<file path="src/rtl/pc_fetch_if.sv">
// pc_fetch_if: instruction-memory request/response channel between fetch and memory
interface pc_fetch_if;
  logic        imem_req_valid;
  logic [31:0] imem_req_addr;
  logic        imem_req_ready;
  logic        imem_rsp_valid;
  logic [31:0] imem_rsp_data;
  modport master (
    output imem_req_valid, imem_req_addr,
    input  imem_req_ready, imem_rsp_valid, imem_rsp_data
  );
  modport slave (
    input  imem_req_valid, imem_req_addr,
    output imem_req_ready, imem_rsp_valid, imem_rsp_data
  );
endinterface

</file>
<file path="src/rtl/pc_fetch.sv">
// pc_fetch: next-PC selection, instruction fetch and hold, sticky misaligned-target trap
module pc_fetch #(
  parameter logic [31:0] RESET_PC = 32'h0000_0000
) (
  input  logic        clk,
  input  logic        rst,
  input  logic [1:0]  CTL_PcSel,
  input  logic [31:0] imm,
  input  logic [31:0] rs1_data,
  input  logic        advance,
  pc_fetch_if.master  imem,
  output logic [31:0] inst,
  output logic        inst_valid,
  output logic [31:0] pc,
  output logic [31:0] pc_plus4,
  output logic        misaligned_trap,
  output logic [31:0] trap_pc
);
  localparam logic [31:0] NOP = 32'h0000_0013;
  typedef enum logic [1:0] {REQ, WAIT, HOLD, TRAP} stateT;
  stateT       state, nextState;
  logic [31:0] target;
  assign pc_plus4 = pc + 32'd4;
  // Target select (reserved 11 falls back to pc+4), handshake outputs and next state
  always_comb begin
    target = CTL_PcSel == 2'b01 ? pc + imm :
             CTL_PcSel == 2'b10 ? (rs1_data + imm) & ~32'h1 : pc_plus4;
    imem.imem_req_valid = state == REQ;
    imem.imem_req_addr = pc;
    inst_valid = state == HOLD;
    nextState = state;
    case (state)
      REQ:  nextState = imem.imem_req_ready ? WAIT : REQ;
      WAIT: nextState = imem.imem_rsp_valid ? HOLD : WAIT;
      HOLD: nextState = !advance ? HOLD : target[1:0] == 2'b00 ? REQ : TRAP;
      TRAP: nextState = TRAP;
      default: nextState = REQ;
    endcase
  end
  // State, held instruction, PC update on retire and sticky trap capture
  always_ff @(posedge clk) begin
    if (rst) begin
      state <= REQ;
      pc <= RESET_PC;
      inst <= NOP;
      misaligned_trap <= 1'b0;
      trap_pc <= 32'h0;
    end else begin
      state <= nextState;
      if (state == WAIT && imem.imem_rsp_valid) inst <= imem.imem_rsp_data;
      if (state == HOLD && advance) begin
        if (target[1:0] == 2'b00) pc <= target;
        else begin
          misaligned_trap <= 1'b1;
          trap_pc <= target;
        end
      end
    end
  end
endmodule

</file>
<file path="src/flat_wrapper.sv">
// flat-port wrapper written by rule: the top's interface ports become plain ports
module pc_fetch_flat 
#(
  parameter logic [31:0] RESET_PC = 32'h0000_0000
)
  (clk, rst, CTL_PcSel, imm, rs1_data, advance, inst, inst_valid, pc, pc_plus4, misaligned_trap, trap_pc, imem_imem_req_valid, imem_imem_req_addr, imem_imem_req_ready, imem_imem_rsp_valid, imem_imem_rsp_data);
  pc_fetch_if imem_i ();
  input  logic clk;
  input  logic rst;
  input  logic [1:0] CTL_PcSel;
  input  logic [31:0] imm;
  input  logic [31:0] rs1_data;
  input  logic advance;
  output logic [31:0] inst;
  output logic inst_valid;
  output logic [31:0] pc;
  output logic [31:0] pc_plus4;
  output logic misaligned_trap;
  output logic [31:0] trap_pc;
  output wire logic [$bits(imem_i.imem_req_valid)-1:0] imem_imem_req_valid;
  output wire logic [$bits(imem_i.imem_req_addr)-1:0] imem_imem_req_addr;
  input wire logic [$bits(imem_i.imem_req_ready)-1:0] imem_imem_req_ready;
  input wire logic [$bits(imem_i.imem_rsp_valid)-1:0] imem_imem_rsp_valid;
  input wire logic [$bits(imem_i.imem_rsp_data)-1:0] imem_imem_rsp_data;
  assign imem_imem_req_valid = imem_i.imem_req_valid;
  assign imem_imem_req_addr = imem_i.imem_req_addr;
  assign imem_i.imem_req_ready = imem_imem_req_ready;
  assign imem_i.imem_rsp_valid = imem_imem_rsp_valid;
  assign imem_i.imem_rsp_data = imem_imem_rsp_data;
  pc_fetch #(.RESET_PC(RESET_PC)) u_core (.clk(clk), .rst(rst), .CTL_PcSel(CTL_PcSel), .imm(imm), .rs1_data(rs1_data), .advance(advance), .imem(imem_i), .inst(inst), .inst_valid(inst_valid), .pc(pc), .pc_plus4(pc_plus4), .misaligned_trap(misaligned_trap), .trap_pc(trap_pc));
endmodule
</file>
<file path="config.mk">
export PLATFORM = sky130hd
export DESIGN_NAME = pc_fetch_flat
export DESIGN_NICKNAME = d
export VERILOG_FILES = /design/src/rtl/pc_fetch_if.sv /design/src/rtl/pc_fetch.sv /design/src/flat_wrapper.sv
export SDC_FILE = /design/constraint.sdc
export NUM_CORES = 1
export LEC_CHECK = 0
export CORE_AREA = 2 2 143 145
export DETAILED_ROUTE_END_ITERATION = 8
export DIE_AREA = 0 0 145 147
export PLACE_DENSITY = 0.77
export SETUP_SLACK_MARGIN = 0.5
export SLEW_MARGIN = 20
export SYNTH_ARGS = -nofsm -noshare
export SYNTH_HDL_FRONTEND = slang
export SYNTH_SLANG_ARGS = --single-unit
</file>
<file path="constraint.sdc">
create_clock -name clk -period 2.87 [get_ports clk]
set_clock_uncertainty 0.15 [all_clocks]
set_input_delay 0.287 -clock clk [delete_from_list [all_inputs] [get_ports clk]]
set_output_delay 0.287 -clock clk [all_outputs]
set_load 0.01 [all_outputs]
</file>
# After elaboration in Yosys (flattened, before gate mapping)
# Index checks and enable logic that the tools add are counted.
# Widths: inputs -> output; s select.
[classes]
n_reduce_logical = 6
n_mux = 7
bitwise_logic = 1
addsub = 3
n_eq_ne = 5
[op_table]
columns = ["op", "n"]
rows = [
  ["$add 32x32->32", 2],
  ["$mux 32", 2],
  ["$add 32x3->32 const B", 1],
  ["$pmux 2 s4", 1],
  ["$eq 2x2->1 const B", 3],
  ["$mux 2", 3],
  ["$eq 2x1->1 const B", 2],
  ["$logic_not 2->1", 2],
  ["$reduce_and 2->1", 2],
  ["$logic_and 1x1->1", 2],
  ["$mux 1", 1],
  ["$not 1->1", 1],
]
[totals]
register_bits = 99
output_inout_bits = 163
elab_cells = 27
in_bits = 103

# Depth between registers and ports, before layout
[depth]
depth_word = 7
mapped_depth = 11
depth_no_buf = 11

# Least setup slack after synthesis
# Ideal clock, no wire load.
[synth_path]
kind = "reg2reg"
start = "register u_core.pc[0] (netlist: u_core.imem.imem_req_addr[0])"
end = "register u_core.trap_pc[30]"
setup_ns = 0.070
synth_period_minus_slack_ns = 2.975
t_arrival_ns = 2.755
t_required_ns = 2.650
stages_incl_launch_ff = 12
setup_slack_ns = -0.105
cell_sequence = "dfxtp_1 ha_1 fa_1 a21oi_1 o221ai_2 a211oi_1 o31ai_2 a41o_1 a31oi_1 mux2i_1 o2111ai_1 o21ai_1"
[synth_between]
elab_chain_len = 6
word_cells_on_any_way = 7
[synth_lines]
columns = ["item", "line_no", "rtl"]
rows = [
  ["start, declared", "pc_fetch.sv:14", "output logic [31:0] pc,"],
  ["start signal, assigned", "pc_fetch.sv:52", "if (target[1:0] == 2'b00) pc <= target;"],
  ["$add 32x3->32", "pc_fetch.sv:23", "assign pc_plus4 = pc + 32'd4;"],
  ["$mux 32", "pc_fetch.sv:27", "CTL_PcSel == 2'b10 ? (rs1_data + imm) & ~32'h1 : pc_plus4;"],
  ["$mux 32 *", "pc_fetch.sv:26", "target = CTL_PcSel == 2'b01 ? pc + imm :"],
  ["$logic_not 2->1", "pc_fetch.sv:52", ""],
  ["$not 1->1 (no source line)", "-", ""],
  ["$reduce_and 2->1 (no source line)", "-", ""],
  ["end signal, assigned", "pc_fetch.sv:55", "trap_pc <= target;"],
  ["end, declared", "pc_fetch.sv:17", "output logic [31:0] trap_pc"],
]
# Every way passes the cells marked *; elsewhere a longest branch is shown, timed or not.
# A chain may end at the register's enable or synchronous reset.

# Worst setup path in the final report
[layout_path]
start = "register u_core.pc[9] (netlist: u_core.imem.imem_req_addr[9])"
end = "register u_core.trap_pc[15]"
[layout_between]
elab_chain_len = 3
word_cells_on_any_way = 4
[layout_lines]
columns = ["item", "line_no"]
rows = [
  ["$add 32x3->32", "pc_fetch.sv:23"],
  ["$mux 32", "pc_fetch.sv:27"],
  ["$mux 32 *", "pc_fetch.sv:26"],
]
# Marked as above.

==> implementation parameters <==
Parameter                              Value

Placed design
  HPWL after detailed placement ... 29300 um
  Cell count after placement ... 1864
  Weighted congestion at the end of routability-driven global placement ... 1.03
  Place WS ... -0.675 ns
  Number of buffers inserted by port buffering ... 265

Drt
  Detailed Routing Iterations Pass 1 ... 8
  Via-per-instance ratio ... 5.99
  Routed wirelength normalized by instance count ... 22.4 um
  Drt first-iter violations ... 1097
  Vias post-DR ... 11700
  Total Routed Length ... 43800 um
  Post-route antenna net violation count ... 0
  Number of design rule violations left after detail routing ... 0

GRT
  Aggregate global routing overflow ... 0
  Global-route wire length before repair ... 60600 um
  Number of antenna violations at the first check in global routing ... 1
  Total global routing track utilization ... 0.356
  Pin count of the biggest net entering global routing ... 55
  Via count of the first global-routing pass ... 11200

STA
  Number of failing hold endpoints at the final stage ... 0
  Slew @ Worst Pin ... 0.659 ns
  Final worst setup slack ... -0.129 ns
  Worst slew margin relative to its limit ... 0.561
  Unrepaired setup endpoints after global routing ... yes
  Count of endpoints failing setup in the final report ... 27
  Final cycle utilization of the critical path ... 1.05
  WHS ... 0.307 ns
  Post-Route Setup TNS ... -1.35 ns
  Top achievable clock speed ... 333 MHz
  Count of final max-slew check failures ... 0
  Final critical delay including setup and external delays ... 3.00 ns

Setup path
  Setup Crit Path Kind ... flip-flop to flip-flop
  Worst path arrival time ... 3.13 ns
  WP data required ... 3.00 ns
  Startpoint types ... flip-flop
  Largest fanout on the critical path ... 3
  CP endpoint kind ... flip-flop

Layout
  Layout cells sized above 1 ... 0.416
  Layout overhead on the synthesized area ... 91.3%
  Post-route core utilization ... 0.805
  Non-filler cells, final ... 1957
  Final Net Count ... 1848
  Number of fill cells ... 1203

Min path
  Min-Delay Path Class ... flip-flop to flip-flop

Clock network
  Clock tree sinks ... 99
  Worst skew pair latency ... 0.36 ns
  Clock root cell ... sky130_fd_sc_hd__clkbuf_16
  Bufs on Longest Clock Path ... 2
  H-tree Lvls ... 3
  Clock transition at the registers of the reported paths ... 0.08 ns
  TritonCTS clock tree ... built
  Clock buffers created by TritonCTS ... 9

Yosys
  Share of the synthesized area in the top cell type ... 0.237
  Top post-synthesis cells by count ... sky130_fd_sc_hd__nand2_1 (195), sky130_fd_sc_hd__a21oi_1 (141), sky130_fd_sc_hd__dfxtp_1 (99), sky130_fd_sc_hd__nor2_1 (78), sky130_fd_sc_hd__ha_1 (62)
  Sequential fraction of the synthesis area ... 0.237
  Warnings from Yosys ... 0
  Syn Area/Cell ... 7.31 um^2
  Share of flip-flops with an asynchronous set or reset ... 0
  Distinct cell type count after synthesis ... 75
  Primary FF master, synth ... sky130_fd_sc_hd__dfxtp_1
  Leading post-synthesis cells by cell area ... sky130_fd_sc_hd__dfxtp_1 (24%), sky130_fd_sc_hd__ha_1 (9.3%), sky130_fd_sc_hd__nand2_1 (8.8%)
  Post-synthesis register bit count ... 99
  Netlist area before placement ... 8360 um^2
  Most common cell in the synthesized netlist ... sky130_fd_sc_hd__nand2_1
  Leading area contributor after synthesis ... sky130_fd_sc_hd__dfxtp_1
  Post-synth EDFFs ... 0
  Number of cells produced by synthesis ... 1143
  Net count after synthesis ... 1310

Floorplanning
  Placeable core region ... 19800 um^2
  Floorplan row count ... 52
  I/O pin count ... 266
  Die Area ... 21300 um^2
  Starting density of the core ... 0.421
  Die height ... 147 um
  Die width ... 145 um

Run status
  Run status ... finished, violations left
  Violated checks ... negative setup slack

Flow run
  Number of max-cap violations ... 0

Power
  Lkg Pwr ... 6.73 nW
  Largest vdd supply drop ... 0.381 mV
  Power per cell area ... 292 nW/um^2
==> layout by cell type, fill, tap and decap left out, types with 15 or more instances in the layout <==
| cell type | n |
|---|---|
| sky130_fd_sc_hd__a21o_1 | 28 |
| sky130_fd_sc_hd__nand2_1 | 178 |
| sky130_fd_sc_hd__nand3_1 | 28 |
| sky130_fd_sc_hd__dfxtp_1 | 77 |
| sky130_fd_sc_hd__buf_6 | 53 |
| sky130_fd_sc_hd__o21ai_0 | 18 |
| sky130_fd_sc_hd__clkdlybuf4s50_1 | 203 |
| sky130_fd_sc_hd__o21ai_2 | 23 |
| sky130_fd_sc_hd__o21ai_1 | 25 |
| sky130_fd_sc_hd__nor2_1 | 58 |
| sky130_fd_sc_hd__a21oi_2 | 40 |
| sky130_fd_sc_hd__buf_4 | 301 |
| sky130_fd_sc_hd__ha_1 | 27 |
| sky130_fd_sc_hd__nand4_1 | 15 |
| sky130_fd_sc_hd__inv_1 | 22 |
| sky130_fd_sc_hd__xnor2_2 | 18 |
| sky130_fd_sc_hd__dlygate4sd2_1 | 22 |
| sky130_fd_sc_hd__o211ai_1 | 17 |
| sky130_fd_sc_hd__xnor2_1 | 23 |
| sky130_fd_sc_hd__buf_2 | 22 |
| sky130_fd_sc_hd__a21oi_1 | 95 |
| sky130_fd_sc_hd__ha_4 | 35 |
==> flip-flops by register name, indices dropped and copies added (netlist names) <==
signal / cells
u_core.trap_pc: 32
u_core.inst: 32
u_core.state: 2
u_core.imem.imem_req_addr: 32
u_core.misaligned_trap: 1
==> kinds of logic after synthesis <==
kind of cell / after synthesis / synth area share
xor gates and xnor gates: 74 / 0.0785
DFF: 99 / 0.237
buffers and inverters: 117 / 0.0689
and+or+nand+nor: 405 / 0.221
adders and majority gates: 64 / 0.0976
AOI/OAI and AO/OA: 375 / 0.286
muxes: 9 / 0.0108
==> area by class of cell <==
cell class / count / area, um^2 / area share
Multi-Input combinational cell: 927 / 7710 / 0.482
Timing Repair Buffer: 619 / 5470 / 0.342
Sequential cell: 99 / 2040 / 0.128
Tap cell: 270 / 338 / 0.0211
Clock buffer: 9 / 225 / 0.0141
Clock inverter: 7 / 103 / 0.00642
Inverter: 25 / 93.8 / 0.00587
Antenna cell: 1 / 2.50 / 0.000157
==> what timing repair did <==
| action | in CTS | in global routing |
|---|---|---|
| hold buffers | 0 | 0 |
| pin swaps | 149 | 100 |
| hold endpoints to repair | 0 | 0 |
| setup endpoints to repair | 90 | 87 |
| gates cloned | 0 | 3 |
| setup buffers | 43 | 30 |
| resized for setup | 416 | 127 |
==> final timing paths <==
check	endpoint	depth (start not counted)	slack, ns	start
max	u_core.trap_pc[15]	11	-0.13	u_core.imem.imem_req_addr[9]
min	u_core.inst[23]	2	0.31	u_core.inst[23]
max reg2reg	u_core.trap_pc[15]	11	-0.13	u_core.imem.imem_req_addr[9]
min reg2reg	u_core.inst[23]	2	0.31	u_core.inst[23]
==> per-layer routing <==
metal	up-vias	track usage	part of all wire
li1	5162	-	-
met1	5483	0.430	0.36
met2	822	0.612	0.48
met3	250	0.0720	0.094
met4	0	0.158	0.069
met5	-	0	0
==> critical path: stages (launching register included) <==
cell                       delay (ns)
sky130_fd_sc_hd__dfxtp_4         0.38
sky130_fd_sc_hd__ha_4            0.29
sky130_fd_sc_hd__nand4_1         0.15
sky130_fd_sc_hd__nor2_2          0.19
sky130_fd_sc_hd__o211ai_4        0.17
sky130_fd_sc_hd__a211oi_4        0.35
sky130_fd_sc_hd__nor4_2          0.06
sky130_fd_sc_hd__a31o_1          0.21
sky130_fd_sc_hd__a311oi_2        0.22
sky130_fd_sc_hd__buf_4           0.16
sky130_fd_sc_hd__or4b_1          0.45
sky130_fd_sc_hd__a21oi_1         0.13
==> stage by stage <==
step	instance area, um^2	power [mW]
detailed placement	13400	2.98
floorplan	8740	2.21
global route	16000	4.80
CTS	15200	4.47
finish	16000	4.66
global placement	13400	2.97
==> report_power, final <==
group	internal, mW	switching, mW
clock network	0.712	0.655
logic	0.903	0.959
registers	1.40	0.0341
total	3.02	1.65
(Power assumes the default switching activity.)
